**config.mk**
```make
export PLATFORM = sky130hd
export DESIGN_NAME = mem_bus_arbiter
export DESIGN_NICKNAME = d
export VERILOG_FILES = /design/src/rtl/mem_bus_pkg.sv /design/src/rtl/rr_arbiter_2.sv /design/src/rtl/mem_bus_arbiter.sv
export SDC_FILE = /design/constraint.sdc
export NUM_CORES = 1
export LEC_CHECK = 0
export CAP_MARGIN = 40
export CORE_MARGIN = 2
export CORE_UTILIZATION = 47
export DETAILED_ROUTE_END_ITERATION = 10
export MAX_ROUTING_LAYER = met4
export PLACE_DENSITY_LB_ADDON = 0.1
export RECOVER_POWER = 100
export SLEW_MARGIN = 20
export SYNTH_ARGS = -nofsm -noshare
export SYNTH_HDL_FRONTEND = slang
export SYNTH_SLANG_ARGS = --single-unit
export TNS_END_PERCENT = 20
```
**constraint.sdc**
```tcl
create_clock -name clk -period 2.7 [get_ports clk]
set_input_delay 0.54 -clock clk [delete_from_list [all_inputs] [get_ports clk]]
set_output_delay 0.54 -clock clk [all_outputs]
set_load 0.1 [all_outputs]
```
**src/rtl/mem_bus_pkg.sv**
```systemverilog
// Shared types and constants for the memory bus arbiter slice.
// Optional feature macro: MEM_ARB_RR_EN (round-robin arbitration in rr_arbiter_2).
package mem_bus_pkg;

  localparam int ADDR_W    = 10;
  localparam int DATA_W    = 12;
  localparam int WDATA_W   = 6;
  localparam int UPPER_BIT = 6;

  typedef enum logic [2:0] {
    IDLE,
    RD_ADDR,
    RD_DATA,
    ST_ADDR,
    ST_DATA,
    HALTED
  } state_e;

  typedef enum logic {
    CORE = 1'b0,
    LDR  = 1'b1
  } req_idx_e;

  // Halt signature: read and commit asserted together, which no transfer ever does.
  localparam logic [ADDR_W-1:0] HALT_BUS = '0;
  localparam logic              HALT_RW  = 1'b1;
  localparam logic              HALT_WC  = 1'b1;

endpackage

```
**src/rtl/rr_arbiter_2.sv**
```systemverilog
// Two-requester arbiter with a grant-accept input.
// MEM_ARB_RR_EN selects round-robin; otherwise the core wins every tie.
module rr_arbiter_2
  import mem_bus_pkg::*;
(
  input  logic       clk,
  input  logic       rst,
  input  logic [1:0] req,
  input  logic       accept,
  output logic       valid,
  output req_idx_e   idx
);

`ifdef MEM_ARB_RR_EN
  // ptr names the requester that wins the next tie; the served one drops behind.
  req_idx_e ptr;

  always_ff @(posedge clk or posedge rst) begin
    if (rst) begin
      ptr <= CORE;
    end else if (accept) begin
      ptr <= (idx == CORE) ? LDR : CORE;
    end
  end

  always_comb begin
    valid = |req;
    idx   = CORE;
    if (req == 2'b11) begin
      idx = ptr;
    end else if (req[1]) begin
      idx = LDR;
    end
  end
`else
  logic unused_ports;
  assign unused_ports = clk ^ rst ^ accept;

  always_comb begin
    valid = |req;
    idx   = CORE;
    if (!req[0] && req[1]) begin
      idx = LDR;
    end
  end
`endif

endmodule

```
**src/rtl/mem_bus_arbiter.sv**
```systemverilog
// Sequences the shared memory bus between the CPU core and the loader/debug port.
// Build with MEM_ARB_RR_EN for round-robin arbitration, otherwise fixed core priority.
module mem_bus_arbiter #(
  parameter int ADDR_W  = mem_bus_pkg::ADDR_W,
  parameter int DATA_W  = mem_bus_pkg::DATA_W,
  parameter int WDATA_W = mem_bus_pkg::WDATA_W
) (
  input  logic               clk,
  input  logic               rst,
  input  logic               core_req,
  input  logic               core_we,
  input  logic               core_upper,
  input  logic [ADDR_W-1:0]  core_addr,
  input  logic [WDATA_W-1:0] core_wdata,
  output logic               core_gnt,
  output logic               core_done,
  input  logic               ldr_req,
  input  logic               ldr_we,
  input  logic               ldr_upper,
  input  logic [ADDR_W-1:0]  ldr_addr,
  input  logic [WDATA_W-1:0] ldr_wdata,
  output logic               ldr_gnt,
  output logic               ldr_done,
  input  logic               halt_req,
  output logic               halted,
  input  logic [DATA_W-1:0]  mem_in,
  output logic [DATA_W-1:0]  rdata,
  output logic [ADDR_W-1:0]  mem_bus_out,
  output logic               mem_read_write,
  output logic               write_commit
);
  import mem_bus_pkg::*;

  state_e             state, next_state;
  req_idx_e           owner, nxt_owner, arb_idx;
  logic               arb_valid, arb_accept;
  logic               lat_we, lat_upper, nxt_we, nxt_upper;
  logic [ADDR_W-1:0]  lat_addr, nxt_addr, bus_n;
  logic [WDATA_W-1:0] lat_wdata, nxt_wdata;
  logic               rw_n, wc_n, core_gnt_n, ldr_gnt_n, core_done_n, ldr_done_n, halted_n;

  // A requester in its done cycle is still holding req from the finished transfer.
  rr_arbiter_2 u_arb (
    .clk    (clk),
    .rst    (rst),
    .req    ({ldr_req & ~ldr_done, core_req & ~core_done}),
    .accept (arb_accept),
    .valid  (arb_valid),
    .idx    (arb_idx)
  );

  always_comb begin
    next_state = state;
    arb_accept = 1'b0;
    nxt_owner  = owner;
    nxt_we     = lat_we;
    nxt_upper  = lat_upper;
    nxt_addr   = lat_addr;
    nxt_wdata  = lat_wdata;
    case (state)
      IDLE: begin
        if (halt_req) begin
          next_state = HALTED;
        end else if (arb_valid) begin
          arb_accept = 1'b1;
          nxt_owner  = arb_idx;
          if (arb_idx == LDR) begin
            nxt_we    = ldr_we;
            nxt_upper = ldr_upper;
            nxt_addr  = ldr_addr;
            nxt_wdata = ldr_wdata;
          end else begin
            nxt_we    = core_we;
            nxt_upper = core_upper;
            nxt_addr  = core_addr;
            nxt_wdata = core_wdata;
          end
          next_state = nxt_we ? ST_ADDR : RD_ADDR;
        end
      end
      RD_ADDR: next_state = RD_DATA;
      RD_DATA: next_state = IDLE;
      ST_ADDR: next_state = ST_DATA;
      ST_DATA: next_state = IDLE;
      HALTED:  next_state = HALTED;
      default: next_state = IDLE;
    endcase
  end

  // Bus outputs are decoded from the next state so they appear registered with it.
  always_comb begin
    bus_n       = '0;
    rw_n        = 1'b1;
    wc_n        = 1'b0;
    core_gnt_n  = 1'b0;
    ldr_gnt_n   = 1'b0;
    core_done_n = 1'b0;
    ldr_done_n  = 1'b0;
    halted_n    = 1'b0;
    case (next_state)
      RD_ADDR, RD_DATA: bus_n = nxt_addr;
      ST_ADDR: begin
        bus_n = nxt_addr;
        rw_n  = 1'b0;
      end
      ST_DATA: begin
        bus_n[WDATA_W-1:0] = nxt_wdata;
        bus_n[UPPER_BIT]   = nxt_upper;
        rw_n               = 1'b0;
        wc_n               = 1'b1;
      end
      HALTED: begin
        bus_n    = ADDR_W'(HALT_BUS);
        rw_n     = HALT_RW;
        wc_n     = HALT_WC;
        halted_n = 1'b1;
      end
      default: ;
    endcase
    if (next_state inside {RD_ADDR, RD_DATA, ST_ADDR, ST_DATA}) begin
      core_gnt_n = (nxt_owner == CORE);
      ldr_gnt_n  = (nxt_owner == LDR);
    end
    if (next_state == IDLE && (state == RD_DATA || state == ST_DATA)) begin
      core_done_n = (owner == CORE);
      ldr_done_n  = (owner == LDR);
    end
  end

  // Async reset clears write_commit at once, so a store cut off mid-commit never lands.
  always_ff @(posedge clk or posedge rst) begin
    if (rst) begin
      state          <= IDLE;
      owner          <= CORE;
      lat_we         <= 1'b0;
      lat_upper      <= 1'b0;
      lat_addr       <= '0;
      lat_wdata      <= '0;
      mem_bus_out    <= '0;
      mem_read_write <= 1'b1;
      write_commit   <= 1'b0;
      core_gnt       <= 1'b0;
      ldr_gnt        <= 1'b0;
      core_done      <= 1'b0;
      ldr_done       <= 1'b0;
      halted         <= 1'b0;
      rdata          <= '0;
    end else begin
      state          <= next_state;
      owner          <= nxt_owner;
      lat_we         <= nxt_we;
      lat_upper      <= nxt_upper;
      lat_addr       <= nxt_addr;
      lat_wdata      <= nxt_wdata;
      mem_bus_out    <= bus_n;
      mem_read_write <= rw_n;
      write_commit   <= wc_n;
      core_gnt       <= core_gnt_n;
      ldr_gnt        <= ldr_gnt_n;
      core_done      <= core_done_n;
      ldr_done       <= ldr_done_n;
      halted         <= halted_n;
      if (state == RD_DATA) begin
        rdata <= mem_in;
      end
    end
  end

endmodule

```
==> metrics.cfg <==
[layout]
drive_gt1_share_pct=11.4
nFillCells=381
nNetsFinal=323
postLayoutCellArea_um2=2940
multi_input_area_um2=847
ff_latch_area_um2=1250
area_growth_pct=33.2
antenna_cells=0

[yosys]
post-synth-top-area-cell=dfrtp_1
synthSimpleGateAreaFrac_pct=10.8
synth_edf_count=0
synthMostInstantiatedCell=dfrtp_1
syn_inst=187
ys_top_cells_by_count=49 x dfrtp_1, 17 x o21ai_0, 13 x mux2_2, 12 x nand2_1, 11 x a21oi_1
synth_top_family_by_area=compound AO/OA/AOI/OAI gates
synth_xor_area_share_pct=0.396
syn_area_um2=2210
synth.area.top_cells=dfrtp_1 55%, mux2_2 6.6%, mux2i_1 4.1%
syn_area_per_cell_um2=11.8
synth_nets=240
synth-compound-area-share_pct=16.8
synth_fa_ha_area_share_pct=0
synth_flop_cell=dfrtp_1
synth.area.mux_share_pct=10.7
synthArstFlopShare_pct=100
ys_types=37
synth_top_area_share_pct=55.5
synth-seq-cells=50
ys_warn_count=0
yosysSeqAreaShare_pct=56.7

[sta]
final.setup_skew_ns=0.0107
finalCriticalPeriod_ns=2.23
finalHoldViolCount=0
setup_tns_ns=0
rsz0062_at_grt=no
fin_crit_sh_pct=82.5
max_slew_margin_pct=20.4
drv_slew=0
setup_viol=0
worstMarginPinSlew_ns=1.20
timing.fmax_ghz=0.449

[critical_path]
arrival_ns=2.45
reg2reg_setup_slack_ns=0.80
worst_setup_path_end_kind=register
worst-path-max-fanout=12
critical_path_class=in -> reg
required_ns=2.93
critPathLaunchType=primary input

[placed_design]
dp_hpwl_mm=3.63
placed_area_um2=2980
gp_congestion=0.801
port_buffers=81

[global_route]
met3_usage_pct=4.44
met2_usage_pct=31.1
grt.overflow.total=0
grt_pass1_vias=1685
antenna_found_initial=0
grt.busiest_layer=met2
grtUsageTotal_pct=20.1
grt_max_degree=43
grt_pass1_wl_mm=7.94
grt_use_met1_pct=26.9

[detailed_routing]
drt_iter0_drc=108
wl_mm=4.88
drtPass1Iterations=4
routedWlPerCell_um=15.1
vias=1713
viasPerCell=5.30
antenna_left=0
drcViolationCount=0

[clock_tree]
cts_hold_buf=0
insertion_delay_ns=0.30
clock_path_buffers=2
clk_pin_slew_worst_paths_ns=0.09
cts_made_buffers=5
cts_setup_buffers=0
post_cts_resized=0
clock-sinks=50
cts_root_buf=clkbuf_8
cts_tree=yes
h-tree-depth=2

[floorplan]
start_util_pct=49.7
fp.dieArea_um2=5270
dieHeight_um=72.6
fp.dieW_um=72.6
ios=82
core_area_um2=4440
rows=24

[run_status]
status=completed

[worst_hold_path]
hold_class=reg -> reg

[run]
drv_cap=0

==> metal layers <==
metal,vias up,share of wire (%)
met4,0,0.98
li1,837,-
met2,77,45
met5,-,0
met3,5,7.2
met1,794,46
==> critical path, stage by stage <==
cell and delay, ns:
clkdlybuf4s50_1 0.47, nor2b_1 0.18, clkbuf_1 0.40, nand2_1 0.10, clkbuf_2 0.28, mux2_2 0.34
a21oi_1 0.15
==> worst paths after layout <==
kind                                   to          from  depth (start not counted)
max in group asynchronous    lat_wdata[1]           rst                          3
min in group asynchronous        rdata[3]           rst                          2
max                        mem_read_write       ldr_req                          7
min reg2reg                  lat_wdata[2]  lat_wdata[2]                          2
min                          lat_wdata[2]  lat_wdata[2]                          2
max reg2reg                mem_read_write      ldr_done                          6
==> through the flow <==
step | setup slack [ns] | utilization, % | hold slack (ns) | cells
after floorplan | 0.626 | - | 0.418 | 187
after global placement | 0.445 | 67.0 | 0.454 | 315
after detailed placement | 0.419 | 67.0 | 0.463 | 315
after CTS | 0.715 | 69.2 | 0.483 | 323
after global routing | 0.375 | 66.2 | 0.504 | 323
final | 0.473 | 66.2 | 0.477 | 323
==> area by class of cell <==
type / instances / area share [%]
clock buffer: 6 / 2.81
clock inverter: 2 / 0.553
inverter: 3 / 0.468
multi-input combinational: 122 / 28.8
sequential: 50 / 42.6
tap: 52 / 2.21
timing repair buffer: 88 / 22.6
==> kinds of logic after synthesis <==
group,after synthesis
buffers and inverters,15
AND/OR/NAND/NOR,43
XOR/XNOR,1
AO/OA/AOI/OAI,56
multiplexers,22
flip-flops,50
==> placed cells by master (no fill, tap or decap), types with 2 or more instances in the layout <==
cell / Yosys / final
mux2i_1: 9 / 9
a21oi_1: 11 / 11
nand2b_1: 2 / 2
o21ai_0: 17 / 20
o22ai_1: 3 / 3
clkbuf_8: 0 / 6
dlygate4sd3_1: 0 / 2
a311o_1: 7 / 7
nand3_1: 7 / 7
inv_1: 2 / 2
clkbuf_2: 0 / 2
and2_1: 9 / 7
nor2_1: 5 / 5
nor2b_1: 2 / 2
buf_4: 2 / 2
clkbuf_1: 2 / 32
mux2_2: 13 / 13
and2_0: 0 / 2
clkdlybuf4s50_1: 0 / 50
a21o_1: 7 / 7
dfrtp_1: 49 / 49
nand2_1: 12 / 12
==> registers in the layout, summed over array words and instances, names as in the netlist <==
name,flops
core_done,1
core_gnt,1
halted,1
lat_addr,10
lat_upper,1
lat_wdata,6
ldr_done,1
ldr_gnt,1
mem_bus_out,10
mem_read_write,1
owner,1
rdata,12
state,3
write_commit,1
Power is left out: the tool's default activity adds up to more than one toggle a clock period on the data nets, which glitch-free logic cannot reach.
